**src/rtl/uart_bus_pkg.sv**
```systemverilog
// Shared types for the UART polled-I/O bus master.
// Holds the FSM state enum, register offsets and the bus request bundle.
package uart_bus_pkg;

    typedef enum logic [2:0] {
        IDLE,
        GAP,
        STAT,
        DATA_RD,
        DATA_WR
    } state_t;

    localparam logic [31:0] STAT_OFFSET = 32'h4;
    localparam logic [31:0] DATA_OFFSET = 32'h0;

    typedef struct packed {
        logic        cs;
        logic        as;
        logic        we;
        logic [31:0] addr;
        logic [31:0] wr_data;
    } bus_req_t;

endpackage

```
**src/rtl/uart_bus_master_issuer.sv**
```systemverilog
// Single-transaction bus engine: as pulse, cs hold, timeout, done/err.
// Ports: start + start_{we,addr,wr_data} in, bus pins out, done/err out.
module bus_txn_issuer
    import uart_bus_pkg::*;
#(
    parameter int TIMEOUT = 1024
) (
    input  logic        clk,
    input  logic        rst,
    input  logic        start,
    input  logic        start_we,
    input  logic [31:0] start_addr,
    input  logic [31:0] start_wr_data,
    input  logic        ready,
    output logic        cs,
    output logic        as,
    output logic        we,
    output logic [31:0] addr,
    output logic [31:0] wr_data,
    output logic        done,
    output logic        err
);

    localparam int TW = $clog2(TIMEOUT + 1);

    bus_req_t        q;
    logic [TW-1:0]   tmo_cnt;

    assign cs      = q.cs;
    assign as      = q.as;
    assign we      = q.we;
    assign addr    = q.addr;
    assign wr_data = q.wr_data;

    // Completion is qualified by cs so stray ready pulses are ignored.
    assign done = q.cs & ready;

    // tmo_cnt holds the number of cs-high cycles including the current one,
    // so cs stays high for exactly TIMEOUT cycles before giving up.
    always_ff @(posedge clk or posedge rst) begin
        if (rst) begin
            q       <= '0;
            tmo_cnt <= '0;
            err     <= 1'b0;
        end else begin
            err  <= 1'b0;
            q.as <= 1'b0;
            if (q.cs) begin
                if (ready) begin
                    q.cs    <= 1'b0;
                    tmo_cnt <= '0;
                end else if (tmo_cnt == TW'(TIMEOUT)) begin
                    q.cs    <= 1'b0;
                    err     <= 1'b1;
                    tmo_cnt <= '0;
                end else begin
                    tmo_cnt <= tmo_cnt + 1'b1;
                end
            end else if (start) begin
                q.cs      <= 1'b1;
                q.as      <= 1'b1;
                q.we      <= start_we;
                q.addr    <= start_addr;
                q.wr_data <= start_wr_data;
                tmo_cnt   <= TW'(1);
            end
        end
    end

endmodule

```
**src/rtl/uart_bus_master.sv**
```systemverilog
// Byte-stream to UART register bus bridge: polls status, moves bytes.
// Ports: bus initiator pins, tx byte client (valid/accept), rx buffer, bus_err.
module uart_bus_master
    import uart_bus_pkg::*;
#(
    parameter logic [31:0] BASE_ADDR        = 32'hBFD0_03F8,
    parameter int          POLL_GAP         = 16,
    parameter int          TIMEOUT          = 1024,
    parameter int          STAT_TXIDLE_BIT  = 0,
    parameter int          STAT_RXAVAIL_BIT = 1
) (
    input  logic        clk,
    input  logic        rst,
    output logic        cs,
    output logic        as,
    output logic        we,
    output logic [31:0] addr,
    output logic [31:0] wr_data,
    input  logic [31:0] rd_data,
    input  logic        ready,
    input  logic        tx_valid,
    input  logic [7:0]  tx_byte,
    output logic        tx_accept,
    output logic        rx_valid,
    output logic [7:0]  rx_byte,
    input  logic        rx_ready,
    output logic        bus_err
);

    localparam int GW = (POLL_GAP > 1) ? $clog2(POLL_GAP + 1) : 1;

    state_t          state;
    logic [GW-1:0]   gap_cnt;
    logic            start;
    logic            req_we;
    logic [31:0]     req_addr;
    logic [31:0]     req_wr_data;
    logic            done;
    logic            err;
    logic            unused_rd;

    assign unused_rd = ^rd_data;
    assign bus_err   = err;

    bus_txn_issuer #(
        .TIMEOUT (TIMEOUT)
    ) u_issuer (
        .clk           (clk),
        .rst           (rst),
        .start         (start),
        .start_we      (req_we),
        .start_addr    (req_addr),
        .start_wr_data (req_wr_data),
        .ready         (ready),
        .cs            (cs),
        .as            (as),
        .we            (we),
        .addr          (addr),
        .wr_data       (wr_data),
        .done          (done),
        .err           (err)
    );

    // start is a one-cycle request to the issuer, raised together with the
    // state change, so as appears one cycle after entering the issuing state.
    always_ff @(posedge clk or posedge rst) begin
        if (rst) begin
            state       <= IDLE;
            gap_cnt     <= '0;
            start       <= 1'b0;
            req_we      <= 1'b0;
            req_addr    <= '0;
            req_wr_data <= '0;
            tx_accept   <= 1'b0;
            rx_valid    <= 1'b0;
            rx_byte     <= '0;
        end else begin
            start     <= 1'b0;
            tx_accept <= 1'b0;
            if (rx_valid && rx_ready) begin
                rx_valid <= 1'b0;
            end
            unique case (state)
                IDLE: begin
                    if (!rx_valid || tx_valid) begin
                        state       <= STAT;
                        start       <= 1'b1;
                        req_we      <= 1'b0;
                        req_addr    <= BASE_ADDR + STAT_OFFSET;
                        req_wr_data <= '0;
                    end
                end
                STAT: begin
                    if (done) begin
                        // RX first: draining the UART avoids receiver overrun.
                        if (rd_data[STAT_RXAVAIL_BIT] && !rx_valid) begin
                            state       <= DATA_RD;
                            start       <= 1'b1;
                            req_we      <= 1'b0;
                            req_addr    <= BASE_ADDR + DATA_OFFSET;
                            req_wr_data <= '0;
                        end else if (rd_data[STAT_TXIDLE_BIT] && tx_valid) begin
                            state       <= DATA_WR;
                            start       <= 1'b1;
                            req_we      <= 1'b1;
                            req_addr    <= BASE_ADDR + DATA_OFFSET;
                            req_wr_data <= {24'b0, tx_byte};
                        end else begin
                            state   <= GAP;
                            gap_cnt <= GW'(POLL_GAP);
                        end
                    end else if (err) begin
                        state   <= GAP;
                        gap_cnt <= GW'(POLL_GAP);
                    end
                end
                DATA_RD: begin
                    if (done) begin
                        state    <= IDLE;
                        rx_byte  <= rd_data[7:0];
                        rx_valid <= 1'b1;
                    end else if (err) begin
                        state   <= GAP;
                        gap_cnt <= GW'(POLL_GAP);
                    end
                end
                DATA_WR: begin
                    if (done) begin
                        state     <= IDLE;
                        tx_accept <= 1'b1;
                    end else if (err) begin
                        // No accept: the client still holds the byte for retry.
                        state   <= GAP;
                        gap_cnt <= GW'(POLL_GAP);
                    end
                end
                GAP: begin
                    // Counts POLL_GAP cycles; a zero gap still spends one cycle.
                    if (gap_cnt <= GW'(1)) begin
                        state   <= IDLE;
                        gap_cnt <= '0;
                    end else begin
                        gap_cnt <= gap_cnt - 1'b1;
                    end
                end
                default: begin
                    state <= IDLE;
                end
            endcase
        end
    end

endmodule

```
**config.mk**
```make
export PLATFORM = sky130hd
export DESIGN_NAME = uart_bus_master
export DESIGN_NICKNAME = d
export VERILOG_FILES = /design/src/rtl/uart_bus_pkg.sv /design/src/rtl/uart_bus_master_issuer.sv /design/src/rtl/uart_bus_master.sv
export SDC_FILE = /design/constraint.sdc
export NUM_CORES = 1
export LEC_CHECK = 0
export BUFFER_PORTS_ARGS = -buffer_cell sky130_fd_sc_hd__buf_2
export CAP_MARGIN = 15
export CORE_ASPECT_RATIO = 1.1
export CORE_UTILIZATION = 45
export CTS_CLUSTER_DIAMETER = 50
export DETAILED_ROUTE_END_ITERATION = 16
export HOLD_SLACK_MARGIN = 0.08
export PLACE_DENSITY = 0.83
export SETUP_SLACK_MARGIN = 0.05
export SYNTH_ARGS = -nofsm -noshare
export SYNTH_HDL_FRONTEND = slang
export SYNTH_SLANG_ARGS = --single-unit
```
**constraint.sdc**
```tcl
create_clock -name clk -period 5.1 [get_ports clk]
set_input_delay 1.02 -clock clk [delete_from_list [all_inputs] [get_ports clk]]
set_output_delay 1.02 -clock clk [all_outputs]
set_load 0.02 [all_outputs]
```
## Word-level counts from Yosys, hierarchy flattened

Cells that the tools add are included.

| storage, ports and cells | value |
|---|---|
| word-level logic and storage cells | 100 |
| output and inout port bits | 78 |
| register bits | 163 |

| cells by class | value |
|---|---|
| muxes and demuxes | 52 |
| reductions and logical operators | 15 |
| equal/unequal tests | 12 |
| bitwise operators | 2 |
| order comparisons | 1 |
| add/subtract/negate cells | 2 |

Operators by type and width:

| cell | count |
|---|---|
| $mux W32 | 8 |
| $pmux W32 S2 | 2 |
| $mux W67 | 1 |
| $mux W66 | 1 |
| $mux W11 | 4 |
| $mux W5 | 6 |
| $mux W3 | 7 |
| $mux W1 | 19 |
| $pmux W5 S3 | 1 |
| $pmux W3 S4 | 1 |
| $add A11 B1 Y11 const B | 1 |
| $eq A11 B11 Y1 const B | 1 |
| $ne A3 B3 Y1 const B | 3 |
| $ne A2 B2 Y1 const B | 4 |
| $reduce_and A4 Y1 | 2 |
| $eq A3 B2 Y1 const B | 2 |
| $reduce_and A2 Y1 | 3 |
| $le A5 B1 Y1 const B | 1 |
| $sub A5 B1 Y5 const B | 1 |
| $pmux W1 S2 | 2 |
| $reduce_bool A2 Y1 | 2 |
| $eq A3 B1 Y1 const B | 1 |
| $eq A3 B3 Y1 const B | 1 |
| $logic_and A1 B1 Y1 | 3 |
| 7 further kinds | 7 |

## Logic depth before layout (Yosys ltp)

| depth | value |
|---|---|
| depth after elaboration | 5 |
| gate-level depth with buffers | 6 |
| gate-level depth less buffers | 6 |

## Modules after synthesis

From an unflattened synthesis, not the netlist that was laid out.

| unflattened totals | value |
|---|---|
| cells, all modules | 342 |
| area total of the unflattened synthesis | 4626.9 um^2 |

By module, submodules not included:

| module | cells each | area an instance (um^2) | instances | sequential area each (um^2) |
|---|---|---|---|---|
| bus_txn_issuer | 207 | 3168.0 | 1 | 1976.9 |
| uart_bus_master | 135 | 1458.9 | 1 | 750.7 |

## Worst setup path after synthesis

OpenSTA, ideal clock, no wires.

| path | value |
|---|---|
| kind | input-to-reg |
| start | input ready |
| end | register u_issuer.tmo_cnt[2] |
| data arrival time | 1.889 ns |
| required time | 5.018 ns |
| slack | 3.129 ns |
| library setup time | 0.082 ns |
| stages on the path | 4 |
| cells stage by stage | nand2b_1 a41oi_2 or2b_1 a31oi_1 |

| on the way | value |
|---|---|
| word-level cells in the longest chain between the ends | 2 |

RTL lines:

| element | RTL line | source |
|---|---|---|
| start, declared | uart_bus_master.sv:20 | `input logic ready,` |
| $mux W11 | uart_bus_master_issuer.sv:49 | `if (ready) begin` |
| $mux W11 | uart_bus_master_issuer.sv:48 | `if (q.cs) begin` |
| end signal, assigned | uart_bus_master_issuer.sv:57 | `tmo_cnt <= tmo_cnt + 1'b1;` |
| end, declared | uart_bus_master_issuer.sv:27 | `logic [TW-1:0] tmo_cnt;` |

No other way between the ends.
A chain may end at the register's enable or synchronous reset.

## Worst setup path after layout

| path | value |
|---|---|
| start | input rd_data[1] |
| end | register req_wr_data[6] |

| on the way | value |
|---|---|
| word-level cells in the longest chain between the ends | 4 |
| elaborated cells on any way between the ends | 6 |
| classes of those cells | eq/ne (1); mux (3); reduce/logical (2) |

RTL lines:

| element | RTL line | source |
|---|---|---|
| start, declared | uart_bus_master.sv:19 | `input logic [31:0] rd_data,` |
| $logic_and A1 B1 Y1 * | uart_bus_master.sv:96 | `if (rd_data[STAT_RXAVAIL_BIT] && !rx_valid) begin` |
| $mux W32 | uart_bus_master.sv:96 |  |
| $mux W32 | uart_bus_master.sv:94 | `if (done) begin` |
| $pmux W32 S2 | uart_bus_master.sv:83 | `unique case (state)` |
| end signal, assigned | uart_bus_master.sv:107 | `req_wr_data <= {24'b0, tx_byte};` |
| end, declared | uart_bus_master.sv:37 | `logic [31:0] req_wr_data;` |

Mark *: on every way between the ends. The rest lies on a longest branch, timed or not. The select of a mux whose other input is x is not followed.

==> reports/qor.yml <==
status: "complete, no violations"
critical_path_required_ns: 5.34
insertion_delay_ns: 0.31
ys_warn_count: 0
fillers: 568
layout_common_cells: "buf_2, dfrtp_1, conb_1"
drcViolationCount: 0
antenna_found_initial: 0
final_cells: 404
rsz0062_at_grt: "no"
post_cts_buffers: 0
syn_area_per_cell_sq_um: 10.6
clockRootBuffer: "clkbuf_8"
cts_tree: "done"
fin_skew_ns: 0.0120
wirelength_um: 5070
ios: 123
synth_top_cell_area_share_pct: 46.4
synth_area_leaders: "dfrtp_1, buf_4, mux2_1, a22o_1, nand2_1"
critPathSlowestCell: "a21boi_1"
htreeDepth: 2
die_h_um: 87.1
worst_slew_pin_slew_ns: 0.892
fin_nets: 372
cp-start-kind: "input port"
drtPass1Iterations: 4
viasPerCell: 5.15
grt_usage_pct: 15.8
period_share_pct: 43.8
yosysTopAreaCell: "dfrtp_1"
drive_gt1_share_pct: 25.9
vias: 2081
tns_ns: 0
coreArea_sq_mm: 0.00627
cts_num_sinks: 55
dp.cells: 396
wl_per_cell_um: 12.5
start_util_pct: 47.3
drtIter0Drc: 73
endpoint_kind: "flop"
hold_viol_final: 0
areaGrowthSynthToFinish_pct: 5.95
synth-seq-area-share_pct: 46.4
leakagePower_nw: 1.59
synth_edf_count: 0
fin_area_sq_mm: 0.00314
post_dp_cell_area_sq_mm: 0.00305
slew_viol_final: 0
max_freq_ghz: 0.448
dieArea_sq_mm: 0.00692
multi_input_area_sq_mm: 0.00123
drv_cap: 0
max-vdd-ir-drop_uv: 405
power_density_mw_per_mm2: 465
die_w_um: 79.4
crit_type: "in2reg"
crit_buf_inv: 1
critical_path.cell_chain: "buf_2 > nand2b_1 > a21oi_1 > a21boi_1 > a22o_1"
dp_hpwl_um: 3730
ys.flop_type: "dfrtp_1"
grt_pass1_vias: 1895
grt_pass1_wl_um: 8640
grt_max_degree: 56
cts-buffers-inserted: 5
clk_pin_slew_ns: 0.10
grt_overflow: 0
regArea_sq_mm: 0.00138
final.min_clock_period_ns: 2.23
layout_commonest_cell: "buf_2"
cts_buffer_depth: 2
crit_path_max_incr_delay_ns: 0.74
setup_viol: 0
yosysUniqueCellTypes: 55
crit_arrival_ns: 2.48
antenna_cells: 0
post_cts_resized: 0
placementRows: 30
hold_class: "reg2reg"
relSlewSlack_pct: 40.4
worst-path-max-fanout: 11
ant_nets: 0
hold_ws_ns: 0.481
place_congestion: 0.847
io_buffers: 60
crit_family: "compound AO/OA/AOI/OAI gates"
syn-cell-area_sq_mm: 0.00297
ys_seq_elements: 55
synth_cells: 281
ctsHoldBuffers: 0
ys_async_sr_fraction_pct: 100
-- metrics by stage --
stage | total power [mW] | utilization [%] | setup slack, ns
final | 1.46 | 50.1 | 2.87
after global routing | 1.56 | 50.1 | 2.73
after CTS | 1.47 | 50.1 | 2.85
after detailed placement | 1.23 | 48.7 | 2.53
after global placement | 1.21 | 48.7 | 2.56
after floorplan | 1.10 | - | 2.74
-- state kept, by name (all words and copies together) (netlist names), 2 cells and up --
name and flops:
state 3, u_issuer.wr_data 8, u_issuer.tmo_cnt 11, req_addr 2
u_issuer.addr 2, gap_cnt 5, req_wr_data 8, rx_byte 8
-- report_power, final --
part	internal [mW]	total [mW]	switching, mW
sequential	0.559	0.662	0.103
clock	0.0970	0.237	0.140
combinational	0.222	0.563	0.341
-- final timing paths --
kind | from | end | slack [ns] | cells past startpoint
max | rd_data[1] | req_wr_data[6] | 2.87 | 5
max reg2reg | state[2] | req_wr_data[6] | 3.09 | 3
max in group asynchronous | rst | u_issuer.tmo_cnt[4] | 3.76 | 3
min in group asynchronous | rst | req_addr[2] | 0.89 | 3
min | req_addr[29] | req_addr[29] | 0.48 | 1
min reg2reg | req_addr[29] | req_addr[29] | 0.48 | 1
-- synth_stat cells (2+ instances only) --
cell,n
buf_2,6
o21ai_1,10
mux2_1,15
a21oi_1,7
nand2_1,16
buf_4,54
nor2b_1,7
a22o_1,11
nand2b_1,4
nor3_1,4
and3_1,3
ha_1,4
nor2_1,10
a31oi_1,4
inv_1,8
o21ai_0,7
mux2_2,4
o21bai_1,2
buf_6,2
a21o_1,4
dfrtp_1,55
nand4_1,3
o22ai_1,2
nand3_1,5
a21boi_1,3
nor4_2,2
-- cells by family (layout without fill, tap and decap cells) --
group           Yosys count  count (layout)  synth area share (%)
buf+inv                  73              79                  16.8
simple gates             64              64                  12.1
compound gates           63              63                  15.0
flops                    55              55                  46.4
mux                      19              19                  7.22
fa+ha+maj                 4               4                  1.69
xor+xnor                  2               2                 0.591
other cells               1              38                 0.126
-- final cells by class --
class,count,area share [%]
Multi-Input combinational cell,190,39.1
Tap cell,80,3.19
Timing Repair Buffer,62,10.0
Sequential cell,55,43.8
Clock inverter,3,0.597
Inverter,9,1.08
Clock buffer,5,2.19
-- worst register-to-register path, cell delays in order (launching register included) --
cell      delay, ns
dfrtp_1        0.61
and4b_1        0.35
a21boi_1       0.72
a22o_1         0.28
-- layer usage --
layer  GRT usage [%]  wire length, um  up-vias  part of all wire [%]
met4            5.79               63        0                   1.2
met3            2.62              241        5                   4.8
met5               0                0        -                     0
met2            26.7             2530       82                    50
met1            20.4             2240     1014                    44
li1                -                -      980                     -
Note: power is estimated with default switching activity, not from simulation.
